$ cat src/rtl/mole_round_controller.sv
// Whack-a-mole round sequencer: launches moles on the tick time base, judges
// button presses against the active hole, and tracks score and misses.
//
// state  | meaning
// S_IDLE | no game; score, misses and repeat history cleared
// S_GAP  | no mole shown, counting ticks until the next launch
// S_UP   | mole shown in hole `hole`, judging presses and timeout
// S_OVER | miss limit reached, score and misses frozen until start
module mole_round_controller #(
   parameter int UP_TICKS   = 8,
   parameter int GAP_TICKS  = 4,
   parameter int MAX_MISSES = 3,
   parameter int SCORE_W    = 8
) (
   input  logic               clk,
   input  logic               reset_n,
   input  logic               start,
   input  logic               tick,
   input  logic [1:0]         rand_hole,
   input  logic [3:0]         btn,
   output logic [3:0]         mole,
   output logic [SCORE_W-1:0] score,
   output logic [2:0]         misses,
   output logic               hit_pulse,
   output logic               miss_pulse,
   output logic               game_over
);

   localparam int CNT_MAX = (UP_TICKS > GAP_TICKS) ? UP_TICKS : GAP_TICKS;
   localparam int CW      = (CNT_MAX > 1) ? $clog2(CNT_MAX) : 1;
   localparam logic [CW-1:0] GAP_LAST   = CW'(GAP_TICKS - 1);
   localparam logic [CW-1:0] UP_LAST    = CW'(UP_TICKS - 1);
   localparam logic [2:0]    MISS_LIMIT = 3'(MAX_MISSES);

   typedef enum logic [1:0] {S_IDLE, S_GAP, S_UP, S_OVER} state_t;

   state_t             state, state_nxt;
   logic [CW-1:0]      cnt, cnt_nxt;
   logic [1:0]         hole, hole_nxt, launch_hole;
   logic               prev_valid, prev_valid_nxt;
   logic [3:0]         mole_nxt;
   logic [SCORE_W-1:0] score_nxt;
   logic [2:0]         misses_nxt, misses_inc;
   logic               hit_nxt, miss_nxt, over_nxt;

   // `hole` doubles as the previous hole once the mole has gone down
   assign launch_hole = (prev_valid && (rand_hole == hole)) ? rand_hole + 2'd1 : rand_hole;
   assign misses_inc  = misses + 3'd1;

   always_ff @(posedge clk or negedge reset_n) begin
      if (!reset_n) begin
         state      <= S_IDLE;
         cnt        <= '0;
         hole       <= '0;
         prev_valid <= 1'b0;
         mole       <= '0;
         score      <= '0;
         misses     <= '0;
         hit_pulse  <= 1'b0;
         miss_pulse <= 1'b0;
         game_over  <= 1'b0;
      end else begin
         state      <= state_nxt;
         cnt        <= cnt_nxt;
         hole       <= hole_nxt;
         prev_valid <= prev_valid_nxt;
         mole       <= mole_nxt;
         score      <= score_nxt;
         misses     <= misses_nxt;
         hit_pulse  <= hit_nxt;
         miss_pulse <= miss_nxt;
         game_over  <= over_nxt;
      end
   end

   always_comb begin
      state_nxt      = state;
      cnt_nxt        = cnt;
      hole_nxt       = hole;
      prev_valid_nxt = prev_valid;
      mole_nxt       = mole;
      score_nxt      = score;
      misses_nxt     = misses;
      hit_nxt        = 1'b0;
      miss_nxt       = 1'b0;
      over_nxt       = game_over;
      case (state)
         S_IDLE: begin
            score_nxt      = '0;
            misses_nxt     = '0;
            cnt_nxt        = '0;
            prev_valid_nxt = 1'b0;
            mole_nxt       = '0;
            over_nxt       = 1'b0;
            if (start) state_nxt = S_GAP;
         end
         S_GAP: begin
            mole_nxt = '0;
            if (tick) begin
               if (cnt == GAP_LAST) begin
                  hole_nxt       = launch_hole;
                  prev_valid_nxt = 1'b1;
                  mole_nxt       = 4'b0001 << launch_hole;
                  cnt_nxt        = '0;
                  state_nxt      = S_UP;
               end else begin
                  cnt_nxt = cnt + CW'(1);
               end
            end
         end
         S_UP: begin
            if (btn[hole]) begin
               hit_nxt = 1'b1;
               if (score != '1) score_nxt = score + SCORE_W'(1);
               mole_nxt  = '0;
               cnt_nxt   = '0;
               state_nxt = S_GAP;
            end else if ((btn != 4'b0000) || (tick && (cnt == UP_LAST))) begin
               miss_nxt   = 1'b1;
               misses_nxt = misses_inc;
               mole_nxt   = '0;
               cnt_nxt    = '0;
               if (misses_inc == MISS_LIMIT) begin
                  state_nxt = S_OVER;
                  over_nxt  = 1'b1;
               end else begin
                  state_nxt = S_GAP;
               end
            end else if (tick) begin
               cnt_nxt = cnt + CW'(1);
            end
         end
         S_OVER: begin
            mole_nxt = '0;
            if (start) begin
               over_nxt       = 1'b0;
               score_nxt      = '0;
               misses_nxt     = '0;
               prev_valid_nxt = 1'b0;
               cnt_nxt        = '0;
               state_nxt      = S_GAP;
            end
         end
         default: state_nxt = S_IDLE;
      endcase
   end

endmodule

$ cat config.mk
export PLATFORM = sky130hd
export DESIGN_NAME = mole_round_controller
export DESIGN_NICKNAME = d
export VERILOG_FILES = /design/src/rtl/mole_round_controller.sv
export SDC_FILE = /design/constraint.sdc
export NUM_CORES = 1
export LEC_CHECK = 0
export BUFFER_PORTS_ARGS = -buffer_cell sky130_fd_sc_hd__buf_2
export CORE_ASPECT_RATIO = 2
export CORE_MARGIN = 2
export CORE_UTILIZATION = 38
export CTS_BUF_LIST = sky130_fd_sc_hd__clkbuf_8
export CTS_CLUSTER_SIZE = 28
export DETAILED_ROUTE_END_ITERATION = 6
export PLACE_DENSITY_LB_ADDON = 0.25
export SETUP_SLACK_MARGIN = 0.3
export SYNTH_ARGS = -nofsm -noshare
export SYNTH_HDL_FRONTEND = slang
export SYNTH_SLANG_ARGS = --single-unit
$ cat constraint.sdc
create_clock -name clk -period 2.65 [get_ports clk]
set_clock_uncertainty 0.2 [all_clocks]
set_input_delay 0 -clock clk [delete_from_list [all_inputs] [get_ports clk]]
set_output_delay 0 -clock clk [all_outputs]
set_load 0.005 [all_outputs]
## Word level (Yosys, flattened, before mapping)

Cells that the tools add are included.

- Register bits after elaboration: 26
- Input bits: 10
- Output and inout port bits: 18
- Logic and storage cells: 92

- Add/sub/neg operators: 4
- Eq/ne operators: 19
- $lt $le $gt $ge: 1
- Shift-type cells: 1
- Reduce and logical (&&, ||, !) cells: 15
- Mux-type cells: 42

Operators by type and width:

| kind | number |
|---|---|
| two-way mux 3 bit | 8 |
| two-way mux 8 bit | 3 |
| one-hot mux 8 bit (3 select lines) | 1 |
| two-way mux 4 bit | 4 |
| != test 2 bit, second input constant | 8 |
| AND reduction 4 bit | 4 |
| two-way mux 2 bit | 7 |
| two-way mux 1 bit | 12 |
| one-hot mux 3 bit (4 select lines) | 1 |
| one-hot mux 4 bit (3 select lines) | 1 |
| one-hot mux 3 bit (3 select lines) | 1 |
| adder 8 x 1 -> 8 bit, second input constant | 1 |
| != test 8 bit, second input constant | 1 |
| adder 3 x 1 -> 3 bit, second input constant | 2 |
| == test 3 x 2 -> 1 bit, second input constant | 2 |
| one-hot mux 1 bit (3 select lines) | 2 |
| one-hot mux 2 bit (3 select lines) | 1 |
| AND reduction 3 bit | 2 |
| nonzero test 3 bit | 2 |
| AND reduction 5 bit | 1 |
| == test 2 bit, second input constant | 2 |
| != test 4 bit, second input constant | 1 |
| nonzero test 4 bit | 1 |
| left shift 1 x 2 -> 4 bit, first input constant | 1 |
| other kinds (12) | 13 |

## Depth between registers and ports, before layout

- Depth in word-level cells: 7
- Depth in mapped cells: 8
- Depth with buffers taken out: 6

## Worst setup path after synthesis

Ideal clock, no wire load.

- Path type: flip-flop to flip-flop
- Start point: reg cnt[0]
- End point: reg cnt[0]
- Slack: 486 ps
- Arrival time: 1,840 ps
- Data required time: 2,325 ps
- Clock period less this slack: 2,164 ps
- Stages on the path, launching flop included: 7
- Cells stage by stage: dfrtp_1 -> ha_1 -> ha_1 -> a21boi_0 -> a21oi_1 -> o21ai_0 -> mux2_2

- Cells in the longest elaborated chain, start to end: 6
- Elaborated cells on any way between the ends: 13
- Those cells by class: add/sub: 1; eq/ne: 3; mux: 6; reduce/logical: 3

RTL lines:

| item | RTL line | text |
|---|---|---|
| start, declared | 38 | `logic [CW-1:0] cnt, cnt_nxt;` |
| start signal, assigned | 64 | `cnt <= cnt_nxt;` |
| parallel branches: the longest is 6 deep, another holds adder 3 x 1 -> 3 bit | n/a |  |

Parallel ways; which one is timed is not known. The select of a mux whose other input is x is not followed.
A chain may end at the register's enable or synchronous reset.

## Worst setup path in the final report

- Start point: reg state[0]
- End point: reg score[3]

- Cells in the longest elaborated chain, start to end: 3
- Elaborated cells on any way between the ends: 9
- Those cells by class: eq/ne: 5; mux: 1; reduce/logical: 3

RTL lines:

| item | RTL line | text |
|---|---|---|
| start, declared | 37 | `state_t state, state_nxt;` |
| start signal, assigned | 63 | `state <= state_nxt;` |
| == test 2 bit or zero test 2 bit (tied branches) | 87 | `case (state)` |
| != test 2 bit (no line) or nonzero test 3 bit (tied branches) | n/a |  |
| AND reduction 4 bit (no line) | n/a |  |
| end signal, assigned | 68 | `score <= score_nxt;` |
| end, declared | 22 | `output logic [SCORE_W-1:0] score,` |

Several ways; a longest one is shown, not always the timed one.

==> results by group <==
Floorplanning
  – Die Y: 96.8 um
  – Core area: 4130 um2
  – Die area: between 4000 and 5000 um2
  – I/O pins: 28
  – Initial Utilization: 0.396
  – Die width: 50.4 um
  – Row count: 33

Route
  – Drt drc: 0
  – DR vias/cell: between 5 and 6
  – Detailed-route via count: between 1000 and 1500
  – Drt first pass iters: 4
  – DR iter-0 viols: 32
  – ANT nets after route: 0
  – Avg WL per Cell: between 10 and 15 um
  – Final Routed Wirelength: roughly 3.7 mm

Clock tree
  – Clock Sinks: 26
  – Reg clk slew, reported paths: 90 ps
  – CTS tree: yes
  – CTS Buf Count: 3
  – H-tree depth: 1
  – Root buffer cell: clkbuf_8
  – Max Root-Sink Buffers: 2
  – Post-CTS Setup Repair Bufs: 0
  – Clk_lat worst skew: 270 ps

Placement
  – Post-Place Worst Slack: 173 ps
  – Placer Congestion: 0.735
  – Cells after DPL: approximately 250
  – Placed cell area: ~1800 um2
  – HPWL Detailed: 2.93 mm
  – Port bufs: 27

Global route
  – GRT Resource Usage Total: 0.169
  – Initial antenna violation count: 0
  – First-pass GRT wire length: roughly 6.5 mm
  – Overflow after GRT: 0
  – Vias in the first global route: 1479
  – Largest net degree at the start of global routing: 27

Synthesis
  – Average cell area after synthesis: 9.73 um2
  – Share of the yosys chip area belonging to registers: 0.398
  – Post-synth EDFFs: 0
  – Synth cell types: 45
  – Mapped Area: around 1600 um2
  – Post-Synthesis Cells: 168
  – FFs w/ async S/R, synth: 1.00
  – FF+latch count, synth: 26
  – Predominant post-synthesis flop cell: dfrtp_1
  – Syn nets: 188
  – Synth warn: 0

Finish
  – Commonest non-fill, non-tap cell in the layout: buf_2
  – Share of the core filled with cells: 0.472
  – Finished Layout Cells: about 250
  – Final instance area: 1950 um2
  – Commonest cells after routing, fill and taps aside: buf_2, dfrtp_1, nand2_1
  – Diode count: 0
  – Layout cell share with drive strength beyond 1: 0.267
  – Synthesis-to-finish area growth: 19.1%
  – Nets: 223

Pwr
  – LEAKAGE: between 0.9 and 1 nW
  – Seq pwr share: 0.360
  – Clock Power Share: 0.183
  – Sw frac: 0.391
  – Power Density: 721 nW/um2
  – Internal power: roughly 0.00085 W
  – Comb power frac: 0.457
  – Peak supply drop: 0.356 mV
  – Net Switching: 0.000550 W

STA
  – TNS Setup: 0 ps
  – Final slew viol count: 0
  – Maximum clock frequency: 0.451 GHz
  – Worst Tran Pin Value: 588 ps
  – Slew HR: 0.608
  – Final worst slack: 432 ps
  – Period utilization: 0.837
  – RSZ-0062 raised after global routing: false
  – Fin. Hold Viols: 0
  – Final setup fails: 0
  – Tmin final: 2220 ps

Worst setup path
  – Crit end category: flip-flop
  – WS Path Type: reg -> reg
  – Arrival @ worst endpoint: 2210 ps
  – Worst-path fanout max: 13
  – Nature of the critical path startpoint: flip-flop
  – Worst Path Required: 2640 ps

Run status
  – Run status: complete, no violations

Worst hold path
  – Min-delay worst type: in -> async

Run
  – Max Cap Viol: 0
## power by group through the flow
stage                     combinational (W)  sequential, W  clock [W]
after detailed placement           0.000633       0.000514          0
after CTS                          0.000644       0.000506   0.000270
after global routing               0.000707       0.000514   0.000282
after global placement             0.000606       0.000507          0
after floorplan                    0.000446       0.000507          0
final                              0.000641       0.000505   0.000258
## final cells by class
type,count,area (um2)
tap,52,65.1
clock buffer,4,55.1
multi-input combinational,126,927
inverter,10,37.5
fill,422,2180
sequential,26,651
timing repair buffer,36,213
## stage by stage
stage                     hold WS, ps  total power (W)
final                            52.4          0.00140
after detailed placement         -148          0.00115
after CTS                        71.3          0.00142
after global routing              108          0.00150
after global placement           -155          0.00111
after floorplan                  -496         0.000953
## sequential cells by signal, indices dropped and copies added, names as in the netlist, 2 cells and up
name    cells
cnt         3
hole        2
misses      3
mole        4
score       8
state       2
## repair_timing
action,CTS,global route
hold buffers,4,0
gates cloned,0,0
setup endpoints to repair,3,4
gates resized for setup,2,1
hold endpoints to repair,31,0
## cells by family (layout without fill, tap and decap cells)
| logic type | Yosys count | after routing | synth area share |
|---|---|---|---|
| simple gates | 70 | 70 | 0.250 |
| compound gates | 35 | 35 | 0.161 |
| flops | 26 | 26 | 0.398 |
| buf+inv | 16 | 50 | 0.0375 |
| fa+ha+maj | 10 | 10 | 0.0765 |
| mux | 9 | 9 | 0.0666 |
| xor+xnor | 2 | 2 | 0.0107 |
## critical path, stage by stage, from the launching register on
cell and delay (ps):
dfrtp_1 390, inv_1 70, ha_1 380, o21ai_0 100
buf_4 180, or4b_2 630, o211ai_1 180
## cell usage after synthesis (all sizes together), types with 4 or more instances
| library cell | n | area (um2) |
|---|---|---|
| nand2b | 5 | 31.3 |
| a21oi | 7 | 35.0 |
| nor3 | 4 | 20.0 |
| nor4 | 5 | 46.3 |
| and2 | 4 | 26.3 |
| dfrtp | 26 | 651 |
| clkbuf | 5 | 18.8 |
| mux2 | 5 | 56.3 |
| and3 | 5 | 32.5 |
| nand2 | 19 | 71.3 |
| ha | 10 | 125 |
| nand3 | 11 | 55.1 |
| inv | 10 | 37.5 |
| o21ai | 6 | 30.0 |
| a211o | 5 | 43.8 |
| o31ai | 4 | 30.0 |
## worst paths after layout
path	startpoint	endpoint	slack (ps)	depth (start not counted)
max	state[0]$_DFFE_PN0P_	score[3]$_DFFE_PN0P_	430	6
min	reset_n	score[3]$_DFFE_PN0P_	50	2
max reg2reg	state[0]$_DFFE_PN0P_	score[3]$_DFFE_PN0P_	430	6
min reg2reg	mole[1]$_DFFE_PN0P_	mole[1]$_DFFE_PN0P_	290	2
max in group asynchronous	reset_n	game_over$_DFFE_PN0P_	1810	2
min in group clk	rand_hole[1]	mole[1]$_DFFE_PN0P_	90	5
## per-layer routing
metal / routed length [um] / GRT usage / up-vias
li1: - / - / 684
met1: 1420 / 0.169 / 675
met2: 2160 / 0.329 / 27
met3: 85 / 0.0201 / 4
met4: 57 / 0.0728 / 0
met5: 0 / 0 / -
(Power assumes the default switching activity.)
